==> src/rtl/bus_frame_tx_if.sv <==
// Bus bundle for bus_frame_tx: upstream payload handshake plus the framed
// output bus that feeds the frame checker. The slave modport is the
// transmitter; the master modport is whatever drives and consumes it.
interface bus_frame_tx_if #(
  parameter int BUS_SIZE = 16,
  parameter int WORD_NUM = 4
);
  logic [BUS_SIZE-1:0] in_data;
  logic                in_valid;
  logic                in_last;
  logic                in_ready;
  logic [BUS_SIZE-1:0] data_out;
  logic [WORD_NUM-1:0] output_control;
  logic                out_valid;
  logic                out_ready;

  modport slave (
    input  in_data, in_valid, in_last, out_ready,
    output in_ready, data_out, output_control, out_valid
  );

  modport master (
    output in_data, in_valid, in_last, out_ready,
    input  in_ready, data_out, output_control, out_valid
  );
endinterface

==> src/rtl/bus_frame_tx.sv <==
// Framing transmitter: collects one packet of payload beats into a local
// buffer, then emits header, the buffered beats in push order, and a trailer.
// Optional feature macro: BUS_FRAME_TX_CHECKSUM_EN. When it is defined, the
// trailer is the XOR of the packet's payload beats. When it is undefined, the
// trailer is a fixed 4'hE marker word.
module bus_frame_tx #(
  parameter int BUS_SIZE   = 16,
  parameter int WORD_SIZE  = 4,
  parameter int FIFO_DEPTH = 8
) (
  input  logic          clk,
  input  logic          reset,
  bus_frame_tx_if.slave bus
);
  localparam int         WORD_NUM = BUS_SIZE / WORD_SIZE;
  localparam int         AW       = (FIFO_DEPTH > 1) ? $clog2(FIFO_DEPTH) : 1;
  localparam logic [7:0] LP_LAST  = 8'(FIFO_DEPTH - 1);

  typedef enum logic [1:0] {COLLECT, HEADER, PAYLOAD, TRAILER} state_t;

  state_t              r_state;
  state_t              w_state_nxt;
  logic                r_live;        // low only until the first edge after reset
  logic [3:0]          r_seq;
  logic [7:0]          r_count;       // beats buffered in the current packet
  logic [7:0]          r_rd_idx;      // next beat to transmit
  logic [BUS_SIZE-1:0] r_mem [FIFO_DEPTH];
  logic [BUS_SIZE-1:0] r_data_out;
  logic                r_out_valid;

  logic                w_in_ready;
  logic                w_push;
  logic                w_xfer;
  logic [7:0]          w_count_nxt;
  logic [7:0]          w_rd_nxt;
  logic [BUS_SIZE-1:0] w_trailer;
  logic [BUS_SIZE-1:0] w_data_nxt;

  assign w_push = bus.in_valid & w_in_ready;
  // out_valid is high in every transmit state, so it alone qualifies a beat.
  assign w_xfer = r_out_valid & bus.out_ready;

`ifdef BUS_FRAME_TX_CHECKSUM_EN
  logic [BUS_SIZE-1:0] r_csum;

  // Running XOR of accepted payload beats; cleared as the frame completes.
  always_ff @(posedge clk or posedge reset) begin
    if (reset) begin
      r_csum <= '0;
    end else if (w_push) begin
      r_csum <= r_csum ^ bus.in_data;
    end else if (r_state == TRAILER && w_xfer) begin
      r_csum <= '0;
    end
  end

  assign w_trailer = r_csum;
`else
  assign w_trailer = {4'hE, {(BUS_SIZE-4){1'b0}}};
`endif

  // State register.
  always_ff @(posedge clk or posedge reset) begin
    if (reset) r_state <= COLLECT;
    else       r_state <= w_state_nxt;
  end

  // Next-state logic: a packet closes on in_last or when it fills the buffer.
  always_comb begin
    // NOTE: the default assignment first keeps every path assigned, so no latch is inferred.
    w_state_nxt = r_state;
    unique case (r_state)
      COLLECT: if (w_push && (bus.in_last || r_count == LP_LAST)) w_state_nxt = HEADER;
      HEADER:  if (w_xfer) w_state_nxt = PAYLOAD;
      PAYLOAD: if (w_xfer && r_rd_idx == r_count - 8'd1) w_state_nxt = TRAILER;
      TRAILER: if (w_xfer) w_state_nxt = COLLECT;
      default: w_state_nxt = COLLECT;
    endcase
  end

  // Output logic: input handshake and the value data_out takes on the next edge.
  always_comb begin
    w_in_ready  = r_live && (r_state == COLLECT) && (r_count != 8'(FIFO_DEPTH));
    w_count_nxt = (bus.in_valid && w_in_ready) ? r_count + 8'd1 : r_count;
    w_rd_nxt    = (r_state == PAYLOAD && w_xfer) ? r_rd_idx + 8'd1 : r_rd_idx;
    w_data_nxt  = '0;
    unique case (w_state_nxt)
      HEADER:  w_data_nxt = BUS_SIZE'({4'hF, r_seq, w_count_nxt});
      PAYLOAD: w_data_nxt = r_mem[w_rd_nxt[AW-1:0]];
      TRAILER: w_data_nxt = w_trailer;
      default: w_data_nxt = '0;
    endcase
  end

  // Payload buffer write port.
  // NOTE: storage is not reset; r_count marks what is valid, so stale words are never sent.
  always_ff @(posedge clk) begin
    if (w_push) r_mem[r_count[AW-1:0]] <= bus.in_data;
  end

  // Counters, sequence number and registered output beat.
  always_ff @(posedge clk or posedge reset) begin
    if (reset) begin
      // NOTE: sequential state uses non-blocking assignments so all registers update together.
      r_live      <= 1'b0;
      r_seq       <= 4'd0;
      r_count     <= 8'd0;
      r_rd_idx    <= 8'd0;
      r_data_out  <= '0;
      r_out_valid <= 1'b0;
    end else begin
      r_live      <= 1'b1;
      r_data_out  <= w_data_nxt;
      r_out_valid <= (w_state_nxt != COLLECT);
      if (r_state == TRAILER && w_xfer) begin
        r_seq    <= r_seq + 4'd1;
        r_count  <= 8'd0;
        r_rd_idx <= 8'd0;
      end else begin
        r_count  <= w_count_nxt;
        r_rd_idx <= w_rd_nxt;
      end
    end
  end

  assign bus.in_ready       = w_in_ready;
  assign bus.data_out       = r_data_out;
  assign bus.out_valid      = r_out_valid;
  assign bus.output_control = {WORD_NUM{r_out_valid}};
endmodule

==> src/flat_wrapper.sv <==
// flat-port wrapper written by rule: the top's interface ports become plain ports
module bus_frame_tx_flat 
#(
  parameter int BUS_SIZE   = 16,
  parameter int WORD_SIZE  = 4,
  parameter int FIFO_DEPTH = 8
)
  (clk, reset, bus_in_data, bus_in_valid, bus_in_last, bus_out_ready, bus_in_ready, bus_data_out, bus_output_control, bus_out_valid);
  bus_frame_tx_if #(.BUS_SIZE(BUS_SIZE), .WORD_NUM((4))) bus_i ();
  input  logic clk;
  input  logic reset;
  input wire logic [$bits(bus_i.in_data)-1:0] bus_in_data;
  input wire logic [$bits(bus_i.in_valid)-1:0] bus_in_valid;
  input wire logic [$bits(bus_i.in_last)-1:0] bus_in_last;
  input wire logic [$bits(bus_i.out_ready)-1:0] bus_out_ready;
  output wire logic [$bits(bus_i.in_ready)-1:0] bus_in_ready;
  output wire logic [$bits(bus_i.data_out)-1:0] bus_data_out;
  output wire logic [$bits(bus_i.output_control)-1:0] bus_output_control;
  output wire logic [$bits(bus_i.out_valid)-1:0] bus_out_valid;
  assign bus_i.in_data = bus_in_data;
  assign bus_i.in_valid = bus_in_valid;
  assign bus_i.in_last = bus_in_last;
  assign bus_i.out_ready = bus_out_ready;
  assign bus_in_ready = bus_i.in_ready;
  assign bus_data_out = bus_i.data_out;
  assign bus_output_control = bus_i.output_control;
  assign bus_out_valid = bus_i.out_valid;
  bus_frame_tx #(.BUS_SIZE(BUS_SIZE), .WORD_SIZE(WORD_SIZE), .FIFO_DEPTH(FIFO_DEPTH)) u_core (.clk(clk), .reset(reset), .bus(bus_i));
endmodule
==> config.mk <==
export PLATFORM = sky130hd
export DESIGN_NAME = bus_frame_tx_flat
export DESIGN_NICKNAME = d
export VERILOG_FILES = /design/src/rtl/bus_frame_tx_if.sv /design/src/rtl/bus_frame_tx.sv /design/src/flat_wrapper.sv
export SDC_FILE = /design/constraint.sdc
export NUM_CORES = 1
export LEC_CHECK = 0
export ABC_CLOCK_PERIOD_IN_PS = 5600
export BUFFER_PORTS_ARGS = -buffer_cell sky130_fd_sc_hd__buf_2
export CAP_MARGIN = 10
export CORE_MARGIN = 2
export CORE_UTILIZATION = 60
export DETAILED_ROUTE_END_ITERATION = 8
export GPL_TIMING_DRIVEN = 0
export PLACE_DENSITY = 0.79
export SLEW_MARGIN = 25
export SYNTH_ARGS = -nofsm -noshare
export SYNTH_HDL_FRONTEND = slang
export SYNTH_SLANG_ARGS = --single-unit
==> constraint.sdc <==
create_clock -name clk -period 5.6 [get_ports clk]
set_clock_uncertainty 0.1 [all_clocks]
set_input_delay 0.56 -clock clk [delete_from_list [all_inputs] [get_ports clk]]
set_output_delay 0.56 -clock clk [all_outputs]
set_load 0.1 [all_outputs]
Word-level counts from Yosys, hierarchy flattened
Memory sizes are Yosys's and may differ from the RTL's. Cells that the tools add are included.

Output and inout port bits: 22. Register bits after elaboration: 40. Word-level logic and storage cells: 47. Memories kept: 1. Bits in writable memories: 128.

Memories: u_core.r_mem (depth 8, width 16, read ports 1, clocked after memory_dff 0, write ports 1, RTL line bus_frame_tx.sv:27) `logic [BUS_SIZE-1:0] r_mem [FIFO_DEPTH];`.

Equal/unequal tests: 9. Reductions and logical operators: 11. Bitwise operators: 2. Add/sub/neg operators: 4. Multiplexer cells: 12.

Operators with widths (count): one-hot mux 16 bit (3 select lines) (1); 2-to-1 mux 8 bit (4); adder 8 x 1 -> 8 bit (second input constant) (2); == test 2 bit (second input constant) (4); == test 8 x 3 -> 1 bit (second input constant) (1); == test 8 bit (1); 2-to-1 mux 2 bit (4); inequality test 8 x 4 -> 1 bit (second input constant) (1); one-hot mux 2 bit (4 select lines) (1); subtractor 8 x 1 -> 8 bit (second input constant) (1); logical AND 1 bit (7); adder 4 x 1 -> 4 bit (second input constant) (1); == test 2 x 1 -> 1 bit (second input constant) (2); nonzero test 2 bit (2); AND 1 bit (2); logical NOT 2 bit (1); 2-to-1 mux 1 bit (2); logical OR 1 bit (1).

Longest topological paths before layout
Depth after elaboration: 9. Mapped depth: 10.

Worst setup path before layout
OpenSTA, ideal clock, no wires.

Path type: reg2reg. Start point: register u_core.r_state[0]. End point: memory u_core.r_mem[0][0], enable pin. Library setup time: 0.430 ns. Stages on the path, launching flop included: 6. Data required time: 5.070 ns. Clock period less this slack: 3.410 ns. Setup slack: 2.190 ns. Arrival time: 2.879 ns. Cell sequence: dfrtp_1 -> buf_6 -> or3b_4 -> a311o_1 -> buf_4 -> nor4_1.

Longest elaborated chain between the ends: 6.

RTL lines: start, declared (RTL line bus_frame_tx.sv:21) `state_t r_state;`; start signal, assigned (RTL line bus_frame_tx.sv:65) `else r_state <= w_state_nxt;`; logical NOT 2 bit (RTL line bus_frame_tx.sv:83) `w_in_ready = r_live && (r_state == COLLECT) && (r_count != 8'(FIFO_DEPTH));`; logical AND 1 bit (2 in series) (RTL line bus_frame_tx.sv:83); AND 1 bit (RTL line bus_frame_tx.sv:39) `assign w_push = bus.in_valid & w_in_ready;`; 2-to-1 mux 1 bit (RTL line bus_frame_tx.sv:98) `if (w_push) r_mem[r_count[AW-1:0]] <= bus.in_data;`; 2-to-1 mux 1 bit (implied by the code) (RTL line bus_frame_tx.sv:98); end, declared (RTL line bus_frame_tx.sv:27).

No other way between the ends.

Final worst setup path
Start point: register u_core.r_rd_idx[1]. End point: register u_core.r_data_out[9], in the netlist u_core.bus.data_out[9].

Longest elaborated chain between the ends: 6. Elaborated cells between the ends (all ways): 11.

RTL lines: start, declared (RTL line bus_frame_tx.sv:26) `logic [7:0] r_rd_idx;`; start signal, assigned (RTL line bus_frame_tx.sv:121) `r_rd_idx <= w_rd_nxt;`; branches (longest 5 deep; another with memory read (8 x 16 bit)); one-hot mux 16 bit (3 select lines) (*) (RTL line bus_frame_tx.sv:87) `unique case (w_state_nxt)`; via u_core.w_data_nxt[9] (RTL line bus_frame_tx.sv:37) `logic [BUS_SIZE-1:0] w_data_nxt;`; end signal, assigned (RTL line bus_frame_tx.sv:113) `r_data_out <= w_data_nxt;`; end, declared (RTL line bus_frame_tx.sv:28) `logic [BUS_SIZE-1:0] r_data_out;`.

Mark *: on every way through the listed nets, which the timed path passes. The select of a mux whose other input is x is not followed. A chain may end at the register's enable or synchronous reset.

==> results.tsv <==
stage	metric	value	unit
cells_and_area	seq_area	4840	um2
logic_synthesis	ys.warnings.count	0	
cells_and_area	fillCellCount	761	
placed_design	gp_congestion	0.916	
logic_synthesis	yosysSeqAreaShare	0.651	
clock_tree	post_cts_resized	0	
placed_design	hpwlAfterDp	11400	um
route	routedWlPerCell	21.6	um
route	postRouteWirelength	17000	um
sta	setup_viol	0	
clock_tree	cts_setup_buffers	0	
sta	max_freq	332	MHz
clock_tree	cts_tree	done	
global_routing	grt_pass1_wl	26300	um
logic_synthesis	synth.cell_area	7440	um2
die	dieArea	13300	um2
sta	relSlewSlack	0.407	
placed_design	portBuffers	42	
route	ant_nets	0	
cells_and_area	insertedDiodeCount	0	
route	drtPass1Iterations	5	
logic_synthesis	synth-async-reset-ratio	0.238	
cells_and_area	drive_gt1_frac	0.246	
clock_tree	cts_made_buffers	17	
global_routing	grt_max_degree	23	
sta	rsz0062_at_grt	false	
die	io_pins	43	
die	fp.dieW	115	um
global_routing	grt_usage	0.273	
cells_and_area	nets	630	
logic_synthesis	synthCells	526	
worst_setup_path	cp_cell_sequence	ha_1, clkbuf_1, a211oi_1, a31oi_1, clkbuf_1, o22ai_1, a21oi_1, o2bb2ai_1	
cells_and_area	multi_input_area	2400	um2
power	peakVddDrop	0.323	mV
sta	hold_viol_final	0	
power	power.leakage	3.33	nW
status	status	finished clean	
route	drc	0	
logic_synthesis	synthFlopType	edfxtp_1	
worst_setup_path	path_common_cell	clkbuf_1	
sta	setup_tns	0	ns
sta	min_period_over_period	0.538	
route	viasPerCell	6.15	
clock_tree	clock_path_buffers	2	
worst_setup_path	worstSetupPathType	flop to flop	
worst_setup_path	critPathRequiredTime	5.80	ns
sta	drv_slew	0	
die	rows	40	
route	drt_iter0_drc	553	
min_path	hp-class	input pin to async pin	
worst_setup_path	crit_fanout	10	
worst_setup_path	worstPathArrival	3.21	ns
die	start_util	0.617	
power	powerDensity	569	nW/um2
die	core-area	12100	um2
cells_and_area	area_growth	15.8	%
logic_synthesis	synth_seq_cells	168	
die	die_h	115	um
logic_synthesis	synth_cell_types	60	
clock_tree	hold_buffers	0	
global_routing	grt_pass1_vias	4648	
placed_design	placed_area	8070	um2
worst_setup_path	cp-end-kind	flop	
logic_synthesis	synth_area_per_cell	14.1	um2
global_routing	antenna_found_initial	0	
clock_tree	clk_pin_slew	0.06	ns
clock_tree	clock-sinks	168	
worst_setup_path	critPathSlowestCell	clkbuf_1	
job	maxCapViolCount	0	
clock_tree	root_buffer	clkbuf_16	
clock_tree	clkLatencyLatePin	0.43	ns
cells_and_area	stdcell_area	8610	um2
route	routed-via-count	4826	
logic_synthesis	syn_nets	552	
clock_tree	htree_levels	4	
global_routing	grt_overflow	0	
logic_synthesis	synth_edf_count	128	
worst_setup_path	start_kind	flop	
sta	worst_pin_slew	0.887	ns
sta	period_minus_slack	3.01	ns
worst_setup_path	critPathMaxStageDelay	0.55	ns
kinds of logic after synthesis:
logic type,after synthesis,share of synthesized area
mux,61,0.105
fa+ha+maj,5,0.00841
simple gates,151,0.104
flops,168,0.651
xor+xnor,21,0.0272
buf+inv,42,0.0321
compound gates,77,0.0718
other cells,1,0.000504
where the power goes:
| part | internal, W | switching, W |
|---|---|---|
| clock network | 0.000650 | 0.000446 |
| registers | 0.00148 | 0.0000784 |
| logic | 0.000719 | 0.00153 |
| total | 0.00285 | 0.00205 |
registers in the layout, summed over array words and instances (netlist names):
| signal | count |
|---|---|
| u_core.bus.data_out | 16 |
| u_core.r_mem | 128 |
| u_core.r_seq | 4 |
| u_core.r_live | 1 |
| u_core.r_count | 8 |
| u_core.r_state | 2 |
| u_core.bus.out_valid | 1 |
| u_core.r_rd_idx | 8 |
routing by layer:
metal | track usage | up-vias | wire length, um
met5 | 0 | - | 0
li1 | - | 2140 | -
met4 | 0.113 | 0 | 456
met3 | 0.0643 | 34 | 1340
met1 | 0.374 | 2403 | 6880
met2 | 0.428 | 249 | 8310
final timing paths:
check                                   startpoint                      end  slack (ns)  depth (start not counted)
worst max-delay path            u_core.r_rd_idx[1]   u_core.bus.data_out[9]        2.59                          8
worst min register to register     u_core.r_seq[3]          u_core.r_seq[3]        0.39                          1
max in group asynchronous                    reset  u_core.bus.data_out[13]        4.85                          3
worst min-delay path                         reset          u_core.r_seq[1]        0.06                          2
min in group clk                    bus_in_data[4]       u_core.r_mem[7][4]        0.30                          1
worst max register to register  u_core.r_rd_idx[1]   u_core.bus.data_out[9]        2.59                          8
Yosys cell counts (2+ instances only):
cell | number | area, um2
a211oi_1 | 5 | 37.5
nand2b_1 | 4 | 25.0
or2_2 | 4 | 25.0
xor2_1 | 10 | 87.6
nor3b_1 | 2 | 15.0
mux2_2 | 3 | 33.8
inv_1 | 8 | 30.0
nor2_1 | 28 | 105
buf_6 | 5 | 56.3
buf_4 | 6 | 45.0
nand3_1 | 20 | 100
nor3_1 | 9 | 45.0
and2_1 | 4 | 25.0
buf_2 | 15 | 75.1
clkbuf_1 | 6 | 22.5
xnor2_1 | 10 | 87.6
o41ai_1 | 4 | 35.0
o31ai_1 | 2 | 15.0
a21o_1 | 2 | 15.0
edfxtp_1 | 128 | 3840
o21ai_0 | 14 | 70.1
o2bb2ai_1 | 4 | 35.0
nand4_1 | 2 | 12.5
nor4_1 | 4 | 25.0
and3_1 | 10 | 62.6
o221ai_1 | 3 | 26.3
a31oi_1 | 4 | 25.0
and4_1 | 2 | 17.5
nor2b_1 | 4 | 25.0
nand2_1 | 50 | 188
a21oi_1 | 12 | 60.1
dfrtp_1 | 40 | 1000
mux4_2 | 13 | 293
or4_4 | 2 | 22.5
ha_1 | 5 | 62.6
mux2i_1 | 44 | 440
o22ai_1 | 15 | 93.8
stage by stage:
step | setup slack [ns] | cells | power (W) | util | hold slack, ns
final | 2.59 | 785 | 0.00490 | 0.714 | 0.0622
after global routing | 2.40 | 785 | 0.00511 | 0.714 | 0.101
after CTS | 2.68 | 785 | 0.00489 | 0.714 | 0.0778
after detailed placement | 2.70 | 753 | 0.00378 | 0.669 | 0.379
after global placement | 0.613 | 736 | 0.00370 | 0.652 | 0.382
after floorplan | 2.19 | 526 | 0.00327 | - | 0.346
layout make-up:
cell class,instances,area share
clock inverter,10,0.0119
timing repair buffer,59,0.0434
buffer,32,0.0231
multi-input combinational,316,0.278
tap,168,0.0244
inverter,10,0.00465
clock buffer,22,0.0516
sequential,168,0.562
critical path, delay by kind of cell, from the launching register on:
family | cells | cell delay (ns)
buffers and inverters | 2 | 1.08
AO/OA/AOI/OAI | 5 | 1.01
flip-flops | 1 | 0.38
adder cells (fa/ha/maj) | 1 | 0.31
cell usage in the layout, fill, tap and decap left out, drive strengths merged, types with 9 or more instances in the layout:
cell	count
clkbuf	28
o22ai	15
inv	11
o21ai	16
xor2	10
edfxtp	128
a21oi	12
nand2	50
nand3	21
and3	10
mux4	13
nor3	9
mux2i	45
xnor2	11
dfrtp	40
nor2	28
buf	85
No activity file was read; power rests on OpenSTA's default activity.
